[src/rtl/dmr_pkg.sv]
// Shared types and helpers for the MEM-stage data memory responder.
package dmr_pkg;

    typedef enum logic [1:0] {
        IDLE = 2'd0,
        RD   = 2'd1,
        WR   = 2'd2,
        DONE = 2'd3
    } dmr_state_e;

    localparam int WORD_BYTES = 4;

    // Number of beats needed to move one word when bpb bytes go per beat.
    function automatic int beatCount(input int bpb);
        return WORD_BYTES / bpb;
    endfunction

endpackage

[src/rtl/mem_byte_bank.sv]
// Byte-wide storage array with a BPB-byte big-endian window.
// The byte at addr lands in the most significant lane of the window, and
// addresses past the top of the array wrap back to zero.
module mem_byte_bank #(
    parameter int DEPTH = 256,
    parameter int BPB   = 1,
    parameter int AW    = $clog2(DEPTH)
) (
    input  logic                 Clk,
    input  logic                 Rst,
    input  logic                 wrEn,
    input  logic [AW-1:0]        addr,
    input  logic [8*BPB-1:0]     wrData,
    output logic [8*BPB-1:0]     rdData
);

    logic [7:0] mem [DEPTH];

    // Combinational read of BPB consecutive bytes, first byte in the top lane.
    always_comb begin
        rdData = '0;
        for (int i = 0; i < BPB; i++) begin
            rdData[8*(BPB-1-i) +: 8] = mem[addr + AW'(i)];
        end
    end

    // Byte writes for the current beat; reset wipes the whole array.
    always_ff @(posedge Clk or negedge Rst) begin
        if (!Rst) begin
            for (int k = 0; k < DEPTH; k++) begin
                mem[k] <= 8'h00;
            end
        end else if (wrEn) begin
            for (int i = 0; i < BPB; i++) begin
                mem[addr + AW'(i)] <= wrData[8*(BPB-1-i) +: 8];
            end
        end
    end

endmodule

[src/rtl/data_mem_responder.sv]
// MEM-stage data memory responder: serves word loads and stores from a byte
// array a few bytes per cycle and stalls the pipeline with memHAZ meanwhile.
// The first beat is moved on the same edge that accepts the request, so the
// stall lasts exactly NB cycles (request cycle included) before DONE.
module data_mem_responder
    import dmr_pkg::*;
#(
    parameter int DEPTH = 256,
    parameter int BPB   = 1
) (
    input  logic        Clk,
    input  logic        Rst,
    input  logic        memRead,
    input  logic        memWrite,
    input  logic [31:0] Address,
    input  logic [31:0] WriteData,
    output logic [31:0] ReadData,
    output logic        memHAZ,
    output logic        alignErr
);

    localparam int AW        = $clog2(DEPTH);
    localparam int NB        = beatCount(BPB);
    localparam int BEAT_BITS = 8 * BPB;

    dmr_state_e              state;
    logic [1:0]              beat;
    logic [AW-1:0]           latchedAddr;
    logic [31:0]             latchedData;
    logic [31:0]             asmReg;

    logic                    inIdle;
    logic                    request;
    logic                    aligned;
    logic                    acceptWr;
    logic                    acceptRd;
    logic                    bankWrEn;
    logic [1:0]              beatEff;
    logic [AW-1:0]           baseAddr;
    logic [AW-1:0]           bankAddr;
    logic [31:0]             wordSrc;
    logic [31:0]             wordShift;
    logic [BEAT_BITS-1:0]    bankWrData;
    logic [BEAT_BITS-1:0]    bankRdData;
    logic [31:0]             assembled;
    logic                    lastBeat;

    // Beat addressing and data steering; in IDLE the live bus drives beat 0.
    always_comb begin
        inIdle     = (state == IDLE);
        request    = memRead | memWrite;
        aligned    = (Address[1:0] == 2'b00);
        acceptWr   = inIdle & memWrite & aligned;
        acceptRd   = inIdle & ~memWrite & memRead & aligned;
        bankWrEn   = acceptWr | (state == WR);
        beatEff    = inIdle ? 2'd0 : beat;
        baseAddr   = inIdle ? Address[AW-1:0] : latchedAddr;
        bankAddr   = baseAddr + AW'(beatEff) * AW'(BPB);
        wordSrc    = inIdle ? WriteData : latchedData;
        wordShift  = wordSrc << (BEAT_BITS * int'(beatEff));
        bankWrData = wordShift[31 -: BEAT_BITS];
        assembled  = (inIdle ? 32'd0 : (asmReg << BEAT_BITS)) | 32'(bankRdData);
        lastBeat   = (int'(beatEff) == NB - 1);
    end

    // Stall while an access is in flight or an aligned request is being accepted.
    always_comb begin
        memHAZ = Rst & ((state == RD) | (state == WR) | (inIdle & request & aligned));
    end

    // Request acceptance, beat sequencing and load-word capture.
    always_ff @(posedge Clk or negedge Rst) begin
        if (!Rst) begin
            state       <= IDLE;
            beat        <= 2'd0;
            latchedAddr <= '0;
            latchedData <= 32'd0;
            asmReg      <= 32'd0;
            ReadData    <= 32'd0;
            alignErr    <= 1'b0;
        end else begin
            alignErr <= inIdle & request & ~aligned;
            case (state)
                IDLE: begin
                    if (acceptWr | acceptRd) begin
                        latchedAddr <= Address[AW-1:0];
                        if (acceptWr) begin
                            latchedData <= WriteData;
                        end else begin
                            asmReg <= assembled;
                        end
                        beat <= 2'd1;
                        if (lastBeat) begin
                            state <= DONE;
                            if (acceptRd) begin
                                ReadData <= assembled;
                            end
                        end else begin
                            state <= acceptWr ? WR : RD;
                        end
                    end
                end
                RD, WR: begin
                    if (state == RD) begin
                        asmReg <= assembled;
                    end
                    beat <= beat + 2'd1;
                    if (lastBeat) begin
                        state <= DONE;
                        if (state == RD) begin
                            ReadData <= assembled;
                        end
                    end
                end
                DONE: begin
                    state <= IDLE;
                    beat  <= 2'd0;
                end
                default: begin
                    state <= IDLE;
                end
            endcase
        end
    end

    mem_byte_bank #(
        .DEPTH (DEPTH),
        .BPB   (BPB),
        .AW    (AW)
    ) bank (
        .Clk    (Clk),
        .Rst    (Rst),
        .wrEn   (bankWrEn),
        .addr   (bankAddr),
        .wrData (bankWrData),
        .rdData (bankRdData)
    );

endmodule

[config.mk]
export PLATFORM = sky130hd
export DESIGN_NAME = data_mem_responder
export DESIGN_NICKNAME = d
export VERILOG_FILES = /design/src/rtl/dmr_pkg.sv /design/src/rtl/mem_byte_bank.sv /design/src/rtl/data_mem_responder.sv
export SDC_FILE = /design/constraint.sdc
export NUM_CORES = 2
export LEC_CHECK = 0
export CORE_MARGIN = 2
export CORE_UTILIZATION = 63
export DETAILED_ROUTE_END_ITERATION = 8
export PLACE_DENSITY = 0.8
export REMOVE_ABC_BUFFERS = 1
export SETUP_SLACK_MARGIN = 0.02
export SKIP_CTS_REPAIR_TIMING = 1
export SYNTH_ARGS = -nofsm -noshare
export SYNTH_HDL_FRONTEND = slang
export SYNTH_SLANG_ARGS = --single-unit
[constraint.sdc]
create_clock -name Clk -period 5.7 [get_ports Clk]
set_input_delay 1.14 -clock Clk [delete_from_list [all_inputs] [get_ports Clk]]
set_output_delay 1.14 -clock Clk [all_outputs]
set_load 0.05 [all_outputs]
==> results <==
- The run finished, with violations left.
- The final reports fail on slew limit.
- The number of nets with antenna violations after detailed routing is 0.
- Of all nets on the critical path, the largest fanout is 41.
- The final setup skew is between 0.02 and 0.03 ns.
- The worst register-to-register path has a setup slack of roughly 0.34 ns.
- The hold violation total from the final report is 0.
- The top cell types in the final layout, fill and taps aside, are dfrtp_1, nand2_1, o21ai_0, a21oi_1, nor2_1.
- The net count of the finished layout is between 8000 and 9000.
- The total congestion overflow after global routing is 0.
- The critical path runs through a total of 15 cells.
- In the synthesized netlist the dominant register cell turns out to be dfrtp_1.
- The first global-routing pass estimated between 400000 and 500000 um of wire.
- Walking the worst path, the cells encountered are inv_1, ha_2, mux2_2, ha_4, inv_1, fa_4, buf_12, buf_12, mux4_2, mux4_2, a32oi_1, nand3_1, nand4_1, buf_4, o21ai_0.
- Broken down by cell family, the worst path's largest delay share belongs to adder cells.
- The die is approximately 400 um wide.
- In the global route stage, overall resource usage came out at 0.356.
- The number of violations reported at the end of detailed-routing iteration 0 is roughly 7500.
- The register bit count reported by yosys is between 2000 and 2500.
- At the later pin of the worst-skew pair, clock insertion delay measures between 0.8 and 0.9 ns.
- Of all flip-flops after synthesis, the portion carrying an async set or reset was 1.00.
- The row count is around 140.
- The power per cell area is 573 nW/um^2.
- The type of the worst min-delay path is in2async.
- The synthesized netlist contains 68 unique library cells.
- The H-tree was split into 4 levels.
- At the pin with the least slew margin, the transition time is 1.51 ns.
- Dividing the detail-routed wire length by the instance count gives 25.6 um.
- Synthesis produced a netlist whose cell count is approximately 8000.
- After layout, the worst setup slack is 0.336 ns.
- The final design instance area without fill is approximately 110000 um^2.
- Counting cells, the worst reg-to-reg path comes to 15.
- The post-layout minimum cycle time is 5.36 ns.
- The number of enable flip-flop cells after synthesis is 0.
- The worst pin sits at a relative slew slack of -0.00342.
- The total area inside the core boundary comes to 150000 um^2.
- Counting both buffers and inverters, the worst setup path holds a total of 5.
- The initial antenna violation count is 6.
- The max-cap check violation count is 0.
- After detailed placement, the total cell area comes to 100000 um^2.
- For this run, the register share of the synthesized area comes to 0.566.
- The TritonCTS clock tree is done.
- The initial standard-cell utilization of the core is 0.635.
- The synthesized area per cell is 11.6 um^2.
- The detailed placement HPWL is 167000 um.
- Setup repair after global routing left no endpoint under its margin.
- The detailed router placed between 60000 and 70000 vias in this run.
- The clock passes through at most 3 buffers.
- The number of slew-limit violations in the final report is 15.
- From bottom edge to top edge, the die measures approximately 390 um.
- The clock-pin slew on the worst setup and hold paths is 0.06 ns.
- The count of unresolved DRC violations after routing is 0.
- The worst IR drop on VDD is 1.18 mV.
- The number of detailed-route iterations in the first pass is 8.
- The arrival time at the worst endpoint is between 6 and 7 ns.
- The startpoint identified for the worst register-to-register timing path is state[0].
- In this design, the stage delay of the slowest critical-path cell is around 1.0 ns.
- The number of warnings printed during yosys synthesis is 0.
- The critical path startpoint is state[0].
- The fmax is 186 MHz.
- The clock drives about 2100 sinks.
- Clock tree synthesis inserted a total of 204 buffers.
- The die covers between 150000 and 200000 um^2.
- The synthesized area is about 95000 um^2.
- The kind of end point of the critical path is a flop.
- By startpoint and endpoint, the worst setup path is classified as reg2reg.
- Following the worst setup path forward leads to its endpoint at asmReg[5].
- The overall routed net length is ~270000 um.
- Timing analysis after detailed placement gives a worst setup slack of -0.0858 ns.
- The root buffer cell is clkbuf_16.
- The pin count of the biggest net entering global routing is around 220.
- The highest-delay cell along the critical path is fa_4.
- The number of global-route vias before repair is a little over 70000.
- Dividing the final minimum period by the clock period gives 0.941.
- Relative to the synthesized area, the layout overhead comes to 12.6%.
- STA classifies the critical path startpoint as a flop.
- After detailed routing, the number of vias per cell comes to roughly 6.6.
- The final count of negative-setup-slack endpoints is 0.
- The most frequent standard cell in the layout excluding fill and tap cells is dfrtp_1.
- The reg-to-reg endpoint is asmReg[5].
- The required time at the endpoint of the critical path is ~6.4 ns.
- Summed over all cells, the static leakage comes to a little under 50 nW.
- For this design the top-level I/O count stands at about 100.
- In the final layout, the share of cells above drive strength 1 is 0.224.
- The final weighted congestion of routability-driven global placement is about 0.90.
- Input and output buffers added on the ports amount to 77.
==> layer usage <==
layer / part of all wire / wire [um] / global-route usage / vias up
met5: 0.00026 / 70 / 0 / -
li1: - / - / - / 29155
met4: 0.069 / 18400 / 0.211 / 10
met3: 0.10 / 27900 / 0.0877 / 1032
met2: 0.48 / 127000 / 0.561 / 3757
met1: 0.35 / 93600 / 0.452 / 34954
==> cell families after synthesis <==
group,share of synthesized area
muxes,0.182
adders and majority gates,0.00126
AOI/OAI and AO/OA,0.113
xor gates and xnor gates,0.000658
and+or+nand+nor,0.105
DFF,0.566
buffers and inverters,0.0316
==> worst min-delay path by stage <==
stage	start	to	slack, ns	depth (start not counted)
floorplan	bank.mem[120]	bank.mem[120]	0.44	2
global placement	bank.mem[282]	bank.mem[282]	0.46	2
detailed placement	bank.mem[277]	bank.mem[277]	0.47	2
CTS	Rst	bank.mem[545]	0.16	1
global route	Rst	bank.mem[545]	0.18	1
finish	Rst	bank.mem[545]	0.18	1
==> Yosys cell counts, types with 12 or more instances <==
cell type / count / area [um^2]
dfrtp_1: 2149 / 53800
nand2_1: 1263 / 4740
o21ai_0: 887 / 4440
a21oi_1: 853 / 4270
nor2_1: 820 / 3080
mux4_2: 592 / 13300
clkbuf_1: 438 / 1640
mux2_2: 336 / 3780
buf_2: 201 / 1010
o21ai_1: 104 / 521
nor2_2: 73 / 457
and3_1: 52 / 325
nand3_1: 51 / 255
a211o_1: 30 / 263
a211oi_1: 26 / 195
buf_1: 25 / 93.8
a32oi_1: 24 / 210
buf_4: 23 / 173
nor2b_1: 21 / 131
nand2_2: 19 / 119
a22o_1: 17 / 149
a311o_1: 17 / 170
nand2b_1: 17 / 106
nand4_1: 17 / 106
a222oi_1: 16 / 160
nor3_2: 13 / 130
mux2i_1: 12 / 120
==> cell type report <==
class                   instances  area, um^2
flip-flops and latches       2149       53800
fillers                      9388       42700
multi-input cells            5377       38500
clock buffers                 290        5980
repair buffers                512        5270
well taps                    2016        2520
clock inverters                87         933
inverters                       7        26.3
diodes                          2        5.00
==> flip-flops by register name, summed over array words and instances (netlist names) <==
signal and count:
ReadData 32, state 2, beat 2, latchedData 32
bank.mem 2048, asmReg 24, latchedAddr 8, alignErr 1
==> where the power goes <==
group,switching [mW],internal [mW]
Clock,6.03,7.96
Sequential,1.73,18.3
Combinational,17.3,9.91
Total,25.1,36.2
==> metrics by stage <==
step / power (mW) / TNS [ns] / std cells / utilization / hold slack (ns)
2_1_floorplan: 30.9 / - / 7533 / - / 0.445
3_3_place_gp: 45.6 / -0.0240 / 10061 / 0.669 / 0.456
3_5_place_dp: 46.6 / -0.168 / 10061 / 0.669 / 0.465
4_1_cts: 60.7 / 0 / 10438 / 0.715 / 0.162
5_1_grt: 63.5 / 0 / 10439 / 0.715 / 0.179
6_report: 61.3 / 0 / 10440 / 0.715 / 0.182
No activity file was read; power rests on OpenSTA's default activity.
